**src/rtl/uart_seq_pkg.sv**
```systemverilog
// rtl/uart_seq_pkg.sv - state encoding and status/address constants for the UART bus sequencer
package uart_seq_pkg;

   typedef enum logic [2:0] {
      ST_POLL   = 3'd0,
      ST_STAT   = 3'd1,
      ST_RXRD   = 3'd2,
      ST_RXCAP  = 3'd3,
      ST_TXWR   = 3'd4,
      ST_SETTLE = 3'd5
   } seq_state_e;

   localparam int         STAT_RX_BIT      = 0;
   localparam int         STAT_TX_BUSY_BIT = 1;
   localparam logic [7:0] DATA_OFFSET      = 8'h01;

endpackage

```
**src/rtl/rr_arb2.sv**
```systemverilog
// rtl/rr_arb2.sv - two-client round-robin arbiter; priority passes the granted client on advance
module rr_arb2 (
   input  logic       clk,
   input  logic       reset,
   input  logic [1:0] i_req,
   input  logic       i_advance,
   output logic       o_grant
);

   logic r_prio;

   // Favoured client wins when requesting, otherwise the other one takes it.
   always_comb begin
      o_grant = r_prio;
      if (!i_req[r_prio]) begin
         o_grant = ~r_prio;
      end
   end

   always_ff @(posedge clk) begin
      if (reset) begin
         r_prio <= 1'b0;
      end else if (i_advance) begin
         r_prio <= ~o_grant;
      end
   end

endmodule

```
**src/rtl/uart_bus_sequencer.sv**
```systemverilog
// rtl/uart_bus_sequencer.sv - polls a byte-wide UART, drains RX into a holding register
// and writes TX bytes from two round-robin clients, with a settle gap after each write.
module uart_bus_sequencer
   import uart_seq_pkg::*;
#(
   parameter logic [7:0] BASE_ADDR  = 8'h00,
   parameter int         SETTLE_CYC = 2
) (
   input  logic       clk,
   input  logic       reset,
   output logic [7:0] bus_ab,
   output logic [7:0] bus_do,
   input  logic [7:0] bus_di,
   output logic       bus_cs,
   output logic       bus_we,
   input  logic [1:0] tx_valid,
   input  logic [7:0] tx_data0,
   input  logic [7:0] tx_data1,
   output logic [1:0] tx_ready,
   output logic [7:0] rx_data,
   output logic       rx_valid,
   input  logic       rx_ready
);

   generate
      if (SETTLE_CYC < 2) begin : g_bad_settle
         $error("uart_bus_sequencer: SETTLE_CYC must be at least 2");
      end
      if (BASE_ADDR[0] != 1'b0) begin : g_bad_base
         $error("uart_bus_sequencer: BASE_ADDR must be even");
      end
   endgenerate

   localparam int               CNT_W    = $clog2(SETTLE_CYC);
   localparam logic [CNT_W-1:0] CNT_LAST = CNT_W'(SETTLE_CYC - 1);
   localparam logic [7:0]       DATA_ADDR = BASE_ADDR | DATA_OFFSET;

   seq_state_e       r_state;
   seq_state_e       w_next;
   logic [CNT_W-1:0] r_settle_cnt;
   logic             r_grant;
   logic             r_rx_valid;
   logic [7:0]       r_rx_data;
   logic             w_arb_grant;
   logic             w_take_rx;
   logic             w_take_tx;

   // RX wins over TX; a held byte blocks further reads until consumed.
   assign w_take_rx = (r_state == ST_STAT) && bus_di[STAT_RX_BIT] && !r_rx_valid;
   assign w_take_tx = (r_state == ST_STAT) && !w_take_rx && !bus_di[STAT_TX_BUSY_BIT] && (|tx_valid);

   rr_arb2 u_arb (
      .clk       (clk),
      .reset     (reset),
      .i_req     (tx_valid),
      .i_advance (w_take_tx),
      .o_grant   (w_arb_grant)
   );

   always_comb begin
      w_next = r_state;
      case (r_state)
         ST_POLL:   w_next = ST_STAT;
         ST_STAT:   w_next = w_take_rx ? ST_RXRD : (w_take_tx ? ST_TXWR : ST_POLL);
         ST_RXRD:   w_next = ST_RXCAP;
         ST_RXCAP:  w_next = ST_POLL;
         ST_TXWR:   w_next = ST_SETTLE;
         ST_SETTLE: if (r_settle_cnt == CNT_LAST) w_next = ST_POLL;
         default:   w_next = ST_POLL;
      endcase
   end

   always_ff @(posedge clk) begin
      if (reset) begin
         r_state      <= ST_POLL;
         r_settle_cnt <= '0;
         r_grant      <= 1'b0;
         r_rx_valid   <= 1'b0;
         r_rx_data    <= 8'h00;
      end else begin
         r_state <= w_next;
         if (r_state == ST_SETTLE) begin
            r_settle_cnt <= (r_settle_cnt == CNT_LAST) ? '0 : r_settle_cnt + 1'b1;
         end
         if (w_take_tx) begin
            r_grant <= w_arb_grant;
         end
         if (r_state == ST_RXCAP) begin
            r_rx_valid <= 1'b1;
            r_rx_data  <= bus_di;
         end else if (r_rx_valid && rx_ready) begin
            r_rx_valid <= 1'b0;
         end
      end
   end

   // Strobes are decoded from state and masked while reset is held.
   always_comb begin
      bus_cs   = 1'b0;
      bus_we   = 1'b0;
      bus_ab   = BASE_ADDR;
      bus_do   = 8'h00;
      tx_ready = 2'b00;
      if (!reset) begin
         case (r_state)
            ST_POLL: bus_cs = 1'b1;
            ST_RXRD: begin
               bus_cs = 1'b1;
               bus_ab = DATA_ADDR;
            end
            ST_TXWR: begin
               bus_cs   = 1'b1;
               bus_we   = 1'b1;
               bus_ab   = DATA_ADDR;
               bus_do   = r_grant ? tx_data1 : tx_data0;
               tx_ready = r_grant ? 2'b10 : 2'b01;
            end
            default: ;
         endcase
      end
   end

   assign rx_valid = r_rx_valid;
   assign rx_data  = r_rx_data;

endmodule

```
**config.mk**
```make
export PLATFORM = sky130hd
export DESIGN_NAME = uart_bus_sequencer
export DESIGN_NICKNAME = d
export VERILOG_FILES = /design/src/rtl/uart_seq_pkg.sv /design/src/rtl/rr_arb2.sv /design/src/rtl/uart_bus_sequencer.sv
export SDC_FILE = /design/constraint.sdc
export NUM_CORES = 1
export LEC_CHECK = 0
export BUFFER_PORTS_ARGS = -buffer_cell sky130_fd_sc_hd__buf_2
export CAP_MARGIN = 30
export CORE_MARGIN = 2
export CORE_UTILIZATION = 37
export DETAILED_ROUTE_END_ITERATION = 6
export PLACE_DENSITY = 0.75
export SYNTH_ARGS = -nofsm -noshare
export SYNTH_HDL_FRONTEND = slang
export SYNTH_HIERARCHICAL = 1
export SYNTH_SLANG_ARGS = --single-unit
```
**constraint.sdc**
```tcl
create_clock -name clk -period 1.5 [get_ports clk]
set_clock_uncertainty 0.05 [all_clocks]
set_input_delay 0.225 -clock clk [delete_from_list [all_inputs] [get_ports clk]]
set_output_delay 0.225 -clock clk [all_outputs]
set_load 0.005 [all_outputs]
```
==> results_dict.tcl <==
set metrics [dict create \
    status "finished, violations left" \
    failing_checks "setup timing" \
    drt_wl_total_mm 1.99 \
    number_of_buffers_inserted_by_post_cts_setup_repair 0 \
    antenna_found_initial 0 \
    stdcell_count 177 \
    ys.warnings.count 6 \
    final_hold_viol_count 0 \
    xor_xnor_fraction_of_synth_area_pct 2.02 \
    netlist.area_leader.share_pct 34.6 \
    rsz_0062_raised_after_global_routing "yes" \
    avgSynthCellArea_um2 8.95 \
    numPortBuffers 50 \
    h-tree-depth 1 \
    worst_setup_hold_path_clk_slew_ns 0.08 \
    numCtsBuffers 3 \
    post_synth_edffs 0 \
    grtUsageMet1_pct 16.8 \
    chipWidth_um 52.4 \
    arrival_time_worst_endpoint_ns 1.44 \
    synth_seq_area_share_pct 34.6 \
    grtUsageTotal_pct 14.8 \
    timing.critical_path.fanout_max 5 \
    pin_count_of_the_biggest_net_entering_global_routing 19 \
    drc 0 \
    power.total_uw 798 \
    yosys-mux-area-fraction_pct 20.7 \
    post-dp-hpwl_mm 1.43 \
    max_cap_violations 0 \
    worstSkewPairLatency_ns 0.27 \
    cts_root_buffer "sky130_fd_sc_hd__clkbuf_4" \
    finalCriticalPeriod_ns 1.72 \
    synth_top_family_by_area "simple AND/OR/NAND/NOR gates" \
    gp_routability_congestion 0.686 \
    cts_tree "done" \
    design.portCount 58 \
    postLayoutCellArea_um2 1190 \
    hold_path_class "in -> reg" \
    synth_most_common_cell "sky130_fd_sc_hd__nor2_1" \
    clock_sinks 15 \
    floorplan.initialDensity_pct 39.3 \
    number_of_global_route_vias_before_repair 730 \
    die_area_um2 2750 \
    wire_per_inst_um 11.2 \
    synth.top_cells.by_count "19 x sky130_fd_sc_hd__nor2_1, 18 x sky130_fd_sc_hd__mux2i_1, 15 x sky130_fd_sc_hd__dfxtp_1, 7 x sky130_fd_sc_hd__buf_4, 5 x sky130_fd_sc_hd__nand2b_1" \
    setup.worst_path.end_class "primary output" \
    worst_slack_ns -0.219 \
    yosys.area_share.adder_pct 0 \
    yosys-top-cells-area "sky130_fd_sc_hd__dfxtp_1 35%, sky130_fd_sc_hd__mux2i_1 21%, sky130_fd_sc_hd__nor2_1 8.2%, sky130_fd_sc_hd__buf_4 6.1%, sky130_fd_sc_hd__buf_6 3.9%" \
    netlist-cell-type-count 29 \
    via_per_inst 4.75 \
    cell_area_reported_after_detailed_placement_um2 1110 \
    die_height_um 52.4 \
    power_density_nw_per_um2 673 \
    async_reset_ff_share_pct 0 \
    ffs_latches_synth 15 \
    max-clock-path-buffers 2 \
    critical_path_required_ns 1.22 \
    synth.cell_area_um2 868 \
    n_antenna_cell 0 \
    hold-worst-slack_ns 0.131 \
    synth_ff_type "sky130_fd_sc_hd__dfxtp_1" \
    critical_path_class "reg -> out" \
    crit_path_start_kind "flip-flop" \
    route.vias.total 841 \
    synthSimpleGateAreaFrac_pct 21.5 \
    row_count 17 \
    layout_worst_path_cycle_share_pct 115 \
    final-setup-viol-count 12 \
    use_met2_pct 27.3 \
    maxSlewViolCount 0 \
    final_antenna_violating_net_count 0 \
    dr.first_iter.drc_count 12 \
    synthesis.instances 97 \
    timing.fmax_ghz 0.582 \
    place_worst_setup_slack_ns -0.0940 \
    grt.overflow.total 0 \
    synth_compound_gate_area_share_pct 7.78 \
    total_leakage_power_uw 0.000621 \
    final_nets 179 \
    vdd.ir_drop.worst_mv 0.551 \
    grt_busiest_layer "met2" \
    use_met3_pct 3.71 \
    post-synth-top-area-cell "sky130_fd_sc_hd__dfxtp_1" \
    post_cts_hold_buffer_count 0 \
    syn_to_final_growth_pct 36.6 \
    core_um2 2210 \
    layout-drive-gt1-share_pct 47.0 \
    detail_route.first_pass.iterations 4 \
    grt_pass1_wl_mm 3.07 \
    place_inst 172 \
]
==> final cells by class <==
| cell class | instances | area (µm²) |
|---|---|---|
| Clock buffer | 4 | 26.3 |
| Inverter | 1 | 5.00 |
| Fill cell | 215 | 1030 |
| Multi-Input combinational cell | 73 | 522 |
| Timing Repair Buffer | 56 | 295 |
| Tap cell | 28 | 35.0 |
| Sequential cell | 15 | 303 |
==> placed cells by master, fill, tap and decap left out, types with 2 or more instances in the layout <==
cell	instances
sky130_fd_sc_hd__buf_2	50
sky130_fd_sc_hd__buf_4	6
sky130_fd_sc_hd__clkbuf_4	3
sky130_fd_sc_hd__conb_1	7
sky130_fd_sc_hd__dfxtp_1	13
sky130_fd_sc_hd__dfxtp_2	2
sky130_fd_sc_hd__mux2i_1	18
sky130_fd_sc_hd__nand2b_1	5
sky130_fd_sc_hd__nand3b_1	3
sky130_fd_sc_hd__nor2_1	17
sky130_fd_sc_hd__nor2_2	2
sky130_fd_sc_hd__nor3_1	2
sky130_fd_sc_hd__or4b_4	2
==> metal layers <==
layer | up-vias | routed length, µm | part of all wire (%)
met5 | - | 0 | 0
met4 | 0 | 0 | 0
met3 | 0 | 231 | 12
met2 | 50 | 926 | 47
met1 | 374 | 831 | 42
li1 | 417 | - | -
==> worst max-delay path: stages (launching register included) <==
cell,delay [ns]
sky130_fd_sc_hd__dfxtp_2,0.34
sky130_fd_sc_hd__or4b_4,0.56
sky130_fd_sc_hd__clkinv_2,0.07
sky130_fd_sc_hd__and2_1,0.11
sky130_fd_sc_hd__buf_2,0.10
==> timing repair <==
item | 4_1_cts | 5_1_grt
resized for setup | 3 | 6
hold endpoints to repair | 0 | 0
pin swaps | 11 | 2
setup endpoints to repair | 11 | 13
cloned | 1 | 0
==> report_power, final <==
part | switching [µW] | internal, µW
logic | 73.0 | 80.5
registers | 11.5 | 411
clock network | 119 | 103
==> registers in the layout, summed over array words and instances, names as in the netlist <==
name	cells
r_grant	1
u_arb/r_prio	1
rx_data	8
r_state	3
r_settle_cnt	1
rx_valid	1
==> kinds of logic after synthesis <==
kind of cell,after synthesis
buffers and inverters,16
muxes,18
other,1
xor gates and xnor gates,2
DFF,15
and+or+nand+nor,36
AOI/OAI and AO/OA,9
==> worst paths after layout <==
kind | startpoint | to | slack (ns) | cells after the start
hold / removal | bus_di[6] | rx_data[6] | 0.13 | 3
setup / recovery | r_state[1] | tx_ready[1] | -0.22 | 4
hold reg to reg | rx_data[1] | rx_data[1] | 0.45 | 2
setup reg to reg | r_state[2] | u_arb/r_prio | 0.12 | 5
==> per-stage QoR <==
step / utilization (%) / TNS, ns
6_report: 53.6 / -1.91
3_3_place_gp: 50.3 / -0.165
2_1_floorplan: - / -0.0286
3_5_place_dp: 50.3 / -0.603
5_1_grt: 53.6 / -2.64
4_1_cts: 52.4 / -2.05
Power figures use the tool's default switching activity.
